[src/rtl/branch_resolve_ctrl_if.sv]
// Request, comparator and resolution signals of the execute-stage branch resolver.
// The slave modport is the resolver; the master modport is the EX stage plus comparator.
interface branch_resolve_ctrl_if;
    logic        valid_i;
    logic        ready_o;
    logic        is_branch_i;
    logic        is_jal_i;
    logic        is_jalr_i;
    logic [2:0]  funct3_i;
    logic [31:0] pc_i;
    logic [31:0] imm_i;
    logic [31:0] rs1_data_i;
    logic [31:0] rs2_data_i;
    logic        kill_i;
    logic [31:0] cmp_rs1_o;
    logic [31:0] cmp_rs2_o;
    logic        cmp_unsign_o;
    logic        cmp_less_i;
    logic        cmp_equal_i;
    logic        redirect_o;
    logic [31:0] redirect_pc_o;
    logic        flush_o;
    logic [31:0] link_o;
    logic        link_we_o;
    logic        resolved_o;
    logic        misalign_o;
    logic        illegal_o;

    modport master (
        output valid_i, is_branch_i, is_jal_i, is_jalr_i, funct3_i, pc_i, imm_i,
               rs1_data_i, rs2_data_i, kill_i, cmp_less_i, cmp_equal_i,
        input  ready_o, cmp_rs1_o, cmp_rs2_o, cmp_unsign_o, redirect_o, redirect_pc_o,
               flush_o, link_o, link_we_o, resolved_o, misalign_o, illegal_o
    );

    modport slave (
        input  valid_i, is_branch_i, is_jal_i, is_jalr_i, funct3_i, pc_i, imm_i,
               rs1_data_i, rs2_data_i, kill_i, cmp_less_i, cmp_equal_i,
        output ready_o, cmp_rs1_o, cmp_rs2_o, cmp_unsign_o, redirect_o, redirect_pc_o,
               flush_o, link_o, link_we_o, resolved_o, misalign_o, illegal_o
    );
endinterface

[src/rtl/branch_resolve_ctrl.sv]
// RV32I branch/jump resolver: latches one control transfer, evaluates it against the shared
// comparator, then issues redirect + link writeback and holds a fixed-length front-end flush.
module branch_resolve_ctrl #(
    parameter int unsigned FLUSH_CYCLES   = 2,
    parameter int unsigned RESET_PC_ALIGN = 2
) (
    input logic                  clk_i,
    input logic                  rst_ni,
    branch_resolve_ctrl_if.slave brc_io
);

    typedef enum logic [1:0] {StIdle, StEval, StFlush} state_e;

    localparam logic [31:0] AlignMask = (32'h1 << RESET_PC_ALIGN) - 32'h1;

    state_e      state_q, state_d;
    logic [2:0]  cnt_q, cnt_d;
    logic [31:0] pc_q, imm_q, rs1_q, rs2_q;
    logic [2:0]  funct3_q;
    logic        is_branch_q, is_jal_q, is_jalr_q;

    logic        redirect_q, redirect_d;
    logic [31:0] redirect_pc_q, redirect_pc_d;
    logic [31:0] link_q, link_d;
    logic        link_we_q, link_we_d;
    logic        resolved_q, resolved_d;
    logic        misalign_q, misalign_d;
    logic        illegal_q, illegal_d;

    logic        accept;
    logic        illegal;
    logic        cond;
    logic        taken;
    logic        misalign;
    logic [31:0] target;

    assign accept = brc_io.valid_i & (state_q == StIdle) & ~brc_io.kill_i &
                    (brc_io.is_branch_i | brc_io.is_jal_i | brc_io.is_jalr_i);

    assign illegal = is_branch_q & (funct3_q[2:1] == 2'b01);

    always_comb begin
        cond = 1'b0;
        case (funct3_q)
            3'b000:  cond = brc_io.cmp_equal_i;
            3'b001:  cond = ~brc_io.cmp_equal_i;
            3'b100,
            3'b110:  cond = brc_io.cmp_less_i;
            3'b101,
            3'b111:  cond = ~brc_io.cmp_less_i;
            default: cond = 1'b0;
        endcase
    end

    assign taken    = is_jal_q | is_jalr_q | (is_branch_q & cond);
    assign target   = is_jalr_q ? ((rs1_q + imm_q) & ~32'h1) : (pc_q + imm_q);
    assign misalign = |(target & AlignMask);

    // State register
    always_ff @(posedge clk_i) begin
        if (!rst_ni) begin
            state_q <= StIdle;
            cnt_q   <= 3'd0;
        end else begin
            state_q <= state_d;
            cnt_q   <= cnt_d;
        end
    end

    // Next-state logic
    always_comb begin
        state_d = state_q;
        cnt_d   = cnt_q;
        unique case (state_q)
            StIdle: begin
                if (accept) state_d = StEval;
            end
            StEval: begin
                state_d = StIdle;
                if (!brc_io.kill_i && !illegal && taken && !misalign) begin
                    state_d = StFlush;
                    cnt_d   = 3'(FLUSH_CYCLES);
                end
            end
            StFlush: begin
                cnt_d = cnt_q - 3'd1;
                if (brc_io.kill_i || cnt_q <= 3'd1) begin
                    state_d = StIdle;
                    cnt_d   = 3'd0;
                end
            end
            default: begin
                state_d = StIdle;
                cnt_d   = 3'd0;
            end
        endcase
    end

    // Output logic: next values of the registered result pulses
    always_comb begin
        redirect_d    = 1'b0;
        link_we_d     = 1'b0;
        resolved_d    = 1'b0;
        misalign_d    = 1'b0;
        illegal_d     = 1'b0;
        redirect_pc_d = redirect_pc_q;
        link_d        = link_q;
        if (state_q == StEval && !brc_io.kill_i) begin
            resolved_d = 1'b1;
            if (illegal) begin
                illegal_d = 1'b1;
            end else if (taken) begin
                // Target is exposed even when misaligned so the trap handler can report it.
                redirect_pc_d = target;
                if (misalign) begin
                    misalign_d = 1'b1;
                end else begin
                    redirect_d = 1'b1;
                    if (is_jal_q || is_jalr_q) begin
                        link_we_d = 1'b1;
                        link_d    = pc_q + 32'd4;
                    end
                end
            end
        end
    end

    always_ff @(posedge clk_i) begin
        if (!rst_ni) begin
            pc_q          <= 32'h0;
            imm_q         <= 32'h0;
            rs1_q         <= 32'h0;
            rs2_q         <= 32'h0;
            funct3_q      <= 3'h0;
            is_branch_q   <= 1'b0;
            is_jal_q      <= 1'b0;
            is_jalr_q     <= 1'b0;
            redirect_q    <= 1'b0;
            redirect_pc_q <= 32'h0;
            link_q        <= 32'h0;
            link_we_q     <= 1'b0;
            resolved_q    <= 1'b0;
            misalign_q    <= 1'b0;
            illegal_q     <= 1'b0;
        end else begin
            if (accept) begin
                pc_q        <= brc_io.pc_i;
                imm_q       <= brc_io.imm_i;
                rs1_q       <= brc_io.rs1_data_i;
                rs2_q       <= brc_io.rs2_data_i;
                funct3_q    <= brc_io.funct3_i;
                is_branch_q <= brc_io.is_branch_i;
                is_jal_q    <= brc_io.is_jal_i;
                is_jalr_q   <= brc_io.is_jalr_i;
            end
            redirect_q    <= redirect_d;
            redirect_pc_q <= redirect_pc_d;
            link_q        <= link_d;
            link_we_q     <= link_we_d;
            resolved_q    <= resolved_d;
            misalign_q    <= misalign_d;
            illegal_q     <= illegal_d;
        end
    end

    assign brc_io.ready_o       = (state_q == StIdle);
    assign brc_io.flush_o       = (state_q == StFlush);
    assign brc_io.cmp_rs1_o     = rs1_q;
    assign brc_io.cmp_rs2_o     = rs2_q;
    assign brc_io.cmp_unsign_o  = funct3_q[1];
    assign brc_io.redirect_o    = redirect_q;
    assign brc_io.redirect_pc_o = redirect_pc_q;
    assign brc_io.link_o        = link_q;
    assign brc_io.link_we_o     = link_we_q;
    assign brc_io.resolved_o    = resolved_q;
    assign brc_io.misalign_o    = misalign_q;
    assign brc_io.illegal_o     = illegal_q;

endmodule

[src/flat_wrapper.sv]
// flat-port wrapper written by rule: the top's interface ports become plain ports
module branch_resolve_ctrl_flat 
#(
    parameter int unsigned FLUSH_CYCLES   = 2,
    parameter int unsigned RESET_PC_ALIGN = 2
)
  (clk_i, rst_ni, brc_io_valid_i, brc_io_is_branch_i, brc_io_is_jal_i, brc_io_is_jalr_i, brc_io_funct3_i, brc_io_pc_i, brc_io_imm_i, brc_io_rs1_data_i, brc_io_rs2_data_i, brc_io_kill_i, brc_io_cmp_less_i, brc_io_cmp_equal_i, brc_io_ready_o, brc_io_cmp_rs1_o, brc_io_cmp_rs2_o, brc_io_cmp_unsign_o, brc_io_redirect_o, brc_io_redirect_pc_o, brc_io_flush_o, brc_io_link_o, brc_io_link_we_o, brc_io_resolved_o, brc_io_misalign_o, brc_io_illegal_o);
  branch_resolve_ctrl_if brc_io_i ();
  input logic clk_i;
  input logic rst_ni;
  input wire logic [$bits(brc_io_i.valid_i)-1:0] brc_io_valid_i;
  input wire logic [$bits(brc_io_i.is_branch_i)-1:0] brc_io_is_branch_i;
  input wire logic [$bits(brc_io_i.is_jal_i)-1:0] brc_io_is_jal_i;
  input wire logic [$bits(brc_io_i.is_jalr_i)-1:0] brc_io_is_jalr_i;
  input wire logic [$bits(brc_io_i.funct3_i)-1:0] brc_io_funct3_i;
  input wire logic [$bits(brc_io_i.pc_i)-1:0] brc_io_pc_i;
  input wire logic [$bits(brc_io_i.imm_i)-1:0] brc_io_imm_i;
  input wire logic [$bits(brc_io_i.rs1_data_i)-1:0] brc_io_rs1_data_i;
  input wire logic [$bits(brc_io_i.rs2_data_i)-1:0] brc_io_rs2_data_i;
  input wire logic [$bits(brc_io_i.kill_i)-1:0] brc_io_kill_i;
  input wire logic [$bits(brc_io_i.cmp_less_i)-1:0] brc_io_cmp_less_i;
  input wire logic [$bits(brc_io_i.cmp_equal_i)-1:0] brc_io_cmp_equal_i;
  output wire logic [$bits(brc_io_i.ready_o)-1:0] brc_io_ready_o;
  output wire logic [$bits(brc_io_i.cmp_rs1_o)-1:0] brc_io_cmp_rs1_o;
  output wire logic [$bits(brc_io_i.cmp_rs2_o)-1:0] brc_io_cmp_rs2_o;
  output wire logic [$bits(brc_io_i.cmp_unsign_o)-1:0] brc_io_cmp_unsign_o;
  output wire logic [$bits(brc_io_i.redirect_o)-1:0] brc_io_redirect_o;
  output wire logic [$bits(brc_io_i.redirect_pc_o)-1:0] brc_io_redirect_pc_o;
  output wire logic [$bits(brc_io_i.flush_o)-1:0] brc_io_flush_o;
  output wire logic [$bits(brc_io_i.link_o)-1:0] brc_io_link_o;
  output wire logic [$bits(brc_io_i.link_we_o)-1:0] brc_io_link_we_o;
  output wire logic [$bits(brc_io_i.resolved_o)-1:0] brc_io_resolved_o;
  output wire logic [$bits(brc_io_i.misalign_o)-1:0] brc_io_misalign_o;
  output wire logic [$bits(brc_io_i.illegal_o)-1:0] brc_io_illegal_o;
  assign brc_io_i.valid_i = brc_io_valid_i;
  assign brc_io_i.is_branch_i = brc_io_is_branch_i;
  assign brc_io_i.is_jal_i = brc_io_is_jal_i;
  assign brc_io_i.is_jalr_i = brc_io_is_jalr_i;
  assign brc_io_i.funct3_i = brc_io_funct3_i;
  assign brc_io_i.pc_i = brc_io_pc_i;
  assign brc_io_i.imm_i = brc_io_imm_i;
  assign brc_io_i.rs1_data_i = brc_io_rs1_data_i;
  assign brc_io_i.rs2_data_i = brc_io_rs2_data_i;
  assign brc_io_i.kill_i = brc_io_kill_i;
  assign brc_io_i.cmp_less_i = brc_io_cmp_less_i;
  assign brc_io_i.cmp_equal_i = brc_io_cmp_equal_i;
  assign brc_io_ready_o = brc_io_i.ready_o;
  assign brc_io_cmp_rs1_o = brc_io_i.cmp_rs1_o;
  assign brc_io_cmp_rs2_o = brc_io_i.cmp_rs2_o;
  assign brc_io_cmp_unsign_o = brc_io_i.cmp_unsign_o;
  assign brc_io_redirect_o = brc_io_i.redirect_o;
  assign brc_io_redirect_pc_o = brc_io_i.redirect_pc_o;
  assign brc_io_flush_o = brc_io_i.flush_o;
  assign brc_io_link_o = brc_io_i.link_o;
  assign brc_io_link_we_o = brc_io_i.link_we_o;
  assign brc_io_resolved_o = brc_io_i.resolved_o;
  assign brc_io_misalign_o = brc_io_i.misalign_o;
  assign brc_io_illegal_o = brc_io_i.illegal_o;
  branch_resolve_ctrl #(.FLUSH_CYCLES(FLUSH_CYCLES), .RESET_PC_ALIGN(RESET_PC_ALIGN)) u_core (.clk_i(clk_i), .rst_ni(rst_ni), .brc_io(brc_io_i));
endmodule
[config.mk]
export PLATFORM = sky130hd
export DESIGN_NAME = branch_resolve_ctrl_flat
export DESIGN_NICKNAME = d
export VERILOG_FILES = /design/src/rtl/branch_resolve_ctrl_if.sv /design/src/rtl/branch_resolve_ctrl.sv /design/src/flat_wrapper.sv
export SDC_FILE = /design/constraint.sdc
export NUM_CORES = 1
export LEC_CHECK = 0
export CAP_MARGIN = 5
export CORE_MARGIN = 4
export CORE_UTILIZATION = 55
export CTS_BUF_LIST = sky130_fd_sc_hd__clkbuf_4 sky130_fd_sc_hd__clkbuf_8
export CTS_CLUSTER_SIZE = 25
export DETAILED_ROUTE_END_ITERATION = 16
export HOLD_SLACK_MARGIN = 0.06
export PLACE_DENSITY = 0.92
export SLEW_MARGIN = 20
export SYNTH_ARGS = -nofsm -noshare
export SYNTH_HDL_FRONTEND = slang
export SYNTH_SLANG_ARGS = --single-unit
[constraint.sdc]
create_clock -name clk_i -period 5.05 [get_ports clk_i]
set_input_delay 0.7575 -clock clk_i [delete_from_list [all_inputs] [get_ports clk_i]]
set_output_delay 0.7575 -clock clk_i [all_outputs]
set_load 0.01 [all_outputs]
==> After elaboration in Yosys (flattened, before gate mapping) <==
Cells that the tools add are included.
{ "totals": {"ff_bits": 208, "word_cells": 86} }
{ "op_classes": {"add_sub_neg": 4, "n_lt_le_gt_ge": 1, "eq_ne": 11, "mux": 14, "bitwise": 18, "n_reduce_logical": 21} }
{ "ops": {"columns": ["operator", "count"], "rows": [
  ["$add 32x32->32", 2],
  ["$add 32x3->32 const B", 1],
  ["$mux 32", 1],
  ["$eq 3x3->1 const B", 4],
  ["$not 1->1", 9],
  ["$pmux 3 s3", 1],
  ["$mux 2", 3],
  ["$mux 3", 2],
  ["$ne 2x1->1 const B", 3],
  ["$pmux 2 s3", 1],
  ["$reduce_and 2->1", 3],
  ["$reduce_or 2->1", 3],
  ["$reduce_or 6->1", 1],
  ["$and 1x1->1", 5],
  ["$mux 1", 5],
  ["$reduce_and 5->1", 1],
  ["$eq 2x1->1 const B", 2],
  ["$logic_and 1x1->1", 4],
  ["$or 1x1->1", 4],
  ["$pmux 1 s4", 1],
  ["$reduce_or 4->1", 1],
  ["$eq 3x1->1 const B", 1],
  ["$le 3x1->1 const B", 1],
  ["$logic_not 1->1", 3],
  ["6 further kinds", 7]
]} }

==> Logic depth before layout (Yosys ltp) <==
{ "logic_depth": {"ltp_word": 9, "ltp_mapped": 11} }

==> Least setup slack after synthesis <==
No wires, ideal clock.
{ "synth_path": {"path_kind": "register to register", "start": "register u_core.rs1_q[0] (netlist: u_core.brc_io.cmp_rs1_o[0])", "end": "register u_core.redirect_pc_q[26] (netlist: u_core.brc_io.redirect_pc_o[26])", "arrival_time_ns": 2.544, "required_ns": 4.955, "slack_ns": 2.411, "stages_incl_launch_ff": 12, "n_path_buf": 0, "synth_period_minus_slack_ns": 2.639, "path_cell_list": "dfxtp_1 > and2_1 > fa_1 > a21o_1 > a221o_1 > a31oi_4 > o21bai_2 > nand4_1 > a21oi_1 > a31oi_2 > xor2_1 > a221oi_1"} }
{ "synth_between": {"elab_chain_len": 2} }
{ "synth_rtl": {"columns": ["element", "line", "rtl"], "rows": [
  ["start: declaration", "branch_resolve_ctrl.sv:18", "logic [31:0] pc_q, imm_q, rs1_q, rs2_q;"],
  ["start signal: assignment", "branch_resolve_ctrl.sv:149", "rs1_q <= brc_io.rs1_data_i;"],
  ["$add 32x32->32", "branch_resolve_ctrl.sv:56", "assign target = is_jalr_q ? ((rs1_q + imm_q) & ~32'h1) : (pc_q + imm_q);"],
  ["$mux 32", "branch_resolve_ctrl.sv:56", null],
  ["end signal: assignment", "branch_resolve_ctrl.sv:157", "redirect_pc_q <= redirect_pc_d;"],
  ["end: declaration", "branch_resolve_ctrl.sv:23", "logic [31:0] redirect_pc_q, redirect_pc_d;"]
]} }
No other way between the ends.
A chain may end at the register's enable or synchronous reset.

==> Worst setup path after layout <==
{ "layout_path": {"start": "register u_core.imm_q[0]", "end": "register u_core.redirect_pc_q[26] (netlist: u_core.brc_io.redirect_pc_o[26])"} }
{ "layout_between": {"elab_chain_len": 2, "elab_cells_between_ends": 3} }
{ "layout_rtl": {"columns": ["element", "line", "rtl"], "rows": [
  ["start: declaration", "branch_resolve_ctrl.sv:18", null],
  ["start signal: assignment", "branch_resolve_ctrl.sv:148", "imm_q <= brc_io.imm_i;"],
  ["$add 32x32->32", "branch_resolve_ctrl.sv:56", null],
  ["$mux 32 (*)", "branch_resolve_ctrl.sv:56", null]
]} }
Every way passes the cells marked *; elsewhere a longest branch is shown, timed or not.

==> flow_metrics.py <==
metrics = {
    "timing": {
        "tightestPinTransition_ns": 0.742,
        "rel_slew_slack": 0.505,
        "period_needed_ns": 3.00,
        "timing.final.max_slew_violations": 0,
        "grt_setup_unrepaired": "no",
        "setup_violations": 0,
        "clock.fmax_ghz": 0.334,
        "fin_crit_sh": 0.593,
        "worst_hold_slack_ns": 0.452,
        "final.setup.tns_ns": 0,
        "clock_skew_ns": 0.0211,
        "finalHoldViolCount": 0,
    },
    "global_routing": {
        "overflow": 0,
        "antenna_found_initial": 0,
        "grt_util_all_layers": 0.304,
        "global_route_wire_length_before_repair_mm": 55.3,
        "vias_in_the_first_global_route": 10900,
        "pin_count_of_the_biggest_net_entering_global_routing": 134,
    },
    "drt": {
        "drc_errors": 0,
        "post_route_antenna_net_violation_count": 0,
        "firstDrtPassIters": 5,
        "drt-wirelength-per-cell_microns": 17.9,
        "initialDrtViolationCount": 725,
        "wirelength_mm": 34.7,
        "vias_per_cell": 5.75,
        "detailroute.via_count": 11200,
    },
    "synth": {
        "post-synth-top-count-cell": "sky130_fd_sc_hd__nand2_1",
        "synth-seq-cells": 208,
        "synthDominantAreaCellType": "sky130_fd_sc_hd__dfxtp_1",
        "netlist-cell-type-count": 73,
        "synthTopCellsByCount": "sky130_fd_sc_hd__nand2_1, sky130_fd_sc_hd__a21oi_1, sky130_fd_sc_hd__dfxtp_1",
        "cell_area_after_synthesis_sq_um": 11000,
        "synth_async_sr_flop_share": 0,
        "synth-warning-count": 0,
        "synthesis.area_per_instance_sq_um": 7.84,
        "synthesis.instances": 1402,
        "synth_flop_cell": "sky130_fd_sc_hd__dfxtp_1",
        "mappedNetlistNets": 1611,
        "synth-edff-count": 0,
        "synth_top_area_share": 0.379,
        "post_synth_main_area_contributors": "sky130_fd_sc_hd__dfxtp_1, sky130_fd_sc_hd__nand2_1, sky130_fd_sc_hd__a21oi_1",
        "yosysSeqAreaShare": 0.379,
    },
    "cts": {
        "clk_path_buf_depth": 3,
        "cts.hold.buffers_added": 0,
        "clk_latency_ns": 0.53,
        "post_cts.resized_instances": 0,
        "clock-sinks": 208,
        "cts-root-buf": "sky130_fd_sc_hd__clkbuf_8",
        "cts_buffers": 36,
        "post_cts_buffers": 0,
        "cts_tree": "done",
        "clk_transition_reported_paths_ns": 0.06,
        "htree_levels": 2,
    },
    "floorplanning": {
        "row_count": 51,
        "die-area_sq_um": 22300,
        "design.core.area_sq_um": 19600,
        "fp.dieW_microns": 149,
        "design.portCount": 276,
        "floorplan.initialDensity": 0.561,
        "die_h_microns": 149,
    },
    "critical_path": {
        "end_kind": "flop",
        "timing.rr.end": "u_core.brc_io.redirect_pc_o[26]",
        "ff2ff_setup_slack_ns": 2.05,
        "critical_path_peak_fanout": 5,
        "r2r-start": "u_core.imm_q[0]",
        "critPathMaxStageDelay_ns": 0.43,
        "library_cell_contributing_the_largest_single_delay_on_the_critical_path": "sky130_fd_sc_hd__fa_1",
        "cp-start-kind": "flop",
        "cp_cell_sequence": "ha_1, fa_1, a21oi_1, o211ai_1, nand3_1, a31o_2, nand4_1, a32oi_1, o21ai_0, xnor2_1, a221oi_1",
        "worst-r2r-cell-count": 11,
        "arrival_ns": 3.43,
        "worst-setup-path-type": "reg2reg",
        "worst_ep_required_ns": 5.49,
    },
    "job": {
        "timing.max_cap.violations": 0,
    },
    "power_and_ir_drop": {
        "leakage_nw": 5.74,
        "p_per_area_nw_per_um2": 270,
        "peakVddDrop_v": 0.000197,
    },
    "min_path": {
        "min_path_type": "reg2reg",
        "worst_hold_startpoint": "u_core.brc_io.cmp_rs2_o[8]",
        "hold_depth": 2,
        "hold_end": "u_core.brc_io.cmp_rs2_o[8]",
    },
    "placed_design": {
        "routability_driven_placement_congestion_ratio": 0.924,
        "placed_wire_length_estimate_after_detailed_placement_mm": 25.0,
        "port_buffers": 275,
    },
    "finish": {
        "layout-drive-gt1-share": 0.0573,
        "antenna-diode-count": 0,
        "nets": 1860,
        "synthToLayoutAreaGrowth_pct": 33.6,
        "final_core_util": 0.750,
    },
    "outcome": {
        "result_of_the_run": "finished clean",
    },
}
[layer usage]
metal  vias up  wire [microns]  track usage
met3       122            2140       0.0504
met4         0            1690        0.144
met5         -               0            0
met1      5156           13800        0.368
met2       460           17100        0.526
li1       5414               -            -
[power by group]
| part | internal (mW) | leakage (nW) | total, mW | switching [mW] |
|---|---|---|---|---|
| clock | 0.951 | 0.416 | 1.64 | 0.691 |
| combinational | 0.273 | 3.64 | 0.563 | 0.290 |
| sequential | 1.70 | 1.69 | 1.76 | 0.0622 |
[kinds of logic (layout without fill, tap and decap cells)]
group,count (synthesis),after routing,synth area share
xor gates and xnor gates,84,84,0.0669
DFF,208,208,0.379
muxes,7,7,0.00637
buffers and inverters,100,374,0.0361
and+or+nand+nor,500,500,0.192
AOI/OAI and AO/OA,434,434,0.240
adders and majority gates,69,69,0.0799
[worst max-delay path by stage]
stage | cells after the start | from | end | slack, ns
finish | 11 | u_core.imm_q[0] | u_core.brc_io.redirect_pc_o[26] | 2.05
global route | 11 | u_core.imm_q[0] | u_core.brc_io.redirect_pc_o[26] | 1.89
CTS | 11 | u_core.imm_q[0] | u_core.brc_io.redirect_pc_o[26] | 2.13
detailed placement | 8 | brc_io_cmp_less_i | u_core.brc_io.redirect_pc_o[17] | 1.86
global placement | 8 | brc_io_cmp_less_i | u_core.brc_io.redirect_pc_o[17] | 1.93
floorplan | 11 | u_core.brc_io.cmp_rs1_o[0] | u_core.brc_io.redirect_pc_o[26] | 2.41
[through the flow]
stage / instances / worst slack, ns / instance area [sq um] / total power [mW]
after floorplan: 1402 / 2.41 / 11000 / 2.08
after global placement: 1878 / 1.93 / 13900 / 2.34
after detailed placement: 1878 / 1.86 / 13900 / 2.35
after CTS: 1941 / 2.13 / 14700 / 3.98
after global routing: 1941 / 1.89 / 14700 / 4.12
final: 1941 / 2.05 / 14700 / 3.97
[registers in the layout (all words and copies together) (netlist names), 2 cells and up]
register and count:
u_core.brc_io.cmp_rs1_o 32, u_core.brc_io.cmp_rs2_o 32, u_core.brc_io.link_o 32, u_core.brc_io.redirect_pc_o 32, u_core.imm_q 32, u_core.pc_q 32, u_core.cnt_q 3, u_core.funct3_q 3
u_core.state_q 2
[worst max-delay path: cells and delay by family, from the launching register on]
family                   cells  cell delay, ns
AO/OA/AOI/OAI                6            1.30
XOR/XNOR                     1            0.16
adder cells (fa/ha/maj)      2            0.69
flip-flops                   1            0.36
AND/OR/NAND/NOR              2            0.39
[cell usage in the layout (no fill, tap or decap), types with 5 or more instances in the layout]
master / netlist / final
sky130_fd_sc_hd__a311oi_1: 5 / 5
sky130_fd_sc_hd__a21oi_1: 231 / 231
sky130_fd_sc_hd__nand4_1: 12 / 12
sky130_fd_sc_hd__o21ai_1: 6 / 6
sky130_fd_sc_hd__buf_4: 1 / 6
sky130_fd_sc_hd__o221ai_1: 5 / 5
sky130_fd_sc_hd__o21ai_0: 53 / 53
sky130_fd_sc_hd__a211o_1: 6 / 6
sky130_fd_sc_hd__o211ai_1: 10 / 10
sky130_fd_sc_hd__clkbuf_8: 0 / 46
sky130_fd_sc_hd__dfxtp_1: 208 / 208
sky130_fd_sc_hd__xnor2_1: 44 / 44
sky130_fd_sc_hd__o21bai_1: 7 / 7
sky130_fd_sc_hd__clkdlybuf4s50_1: 0 / 275
sky130_fd_sc_hd__a31oi_1: 8 / 8
sky130_fd_sc_hd__nand3_1: 26 / 26
sky130_fd_sc_hd__nand2b_1: 7 / 7
sky130_fd_sc_hd__a21o_1: 27 / 27
sky130_fd_sc_hd__nor3_1: 9 / 8
sky130_fd_sc_hd__mux2i_1: 7 / 7
sky130_fd_sc_hd__inv_1: 26 / 25
sky130_fd_sc_hd__nand2_1: 325 / 325
sky130_fd_sc_hd__ha_1: 67 / 67
sky130_fd_sc_hd__a211oi_1: 30 / 30
sky130_fd_sc_hd__a221oi_1: 5 / 5
sky130_fd_sc_hd__clkbuf_4: 0 / 11
sky130_fd_sc_hd__xor2_1: 40 / 40
sky130_fd_sc_hd__and3_1: 14 / 14
sky130_fd_sc_hd__nor2_1: 81 / 80
[cell type report]
type	count	area [sq um]
clock buffers	57	716
inverters	27	104
repair buffers	284	2860
flip-flops and latches	208	4160
multi-input cells	1094	6450
fillers	1528	4900
clock inverters	6	58.8
well taps	265	332
Note: power is estimated with default switching activity, not from simulation.
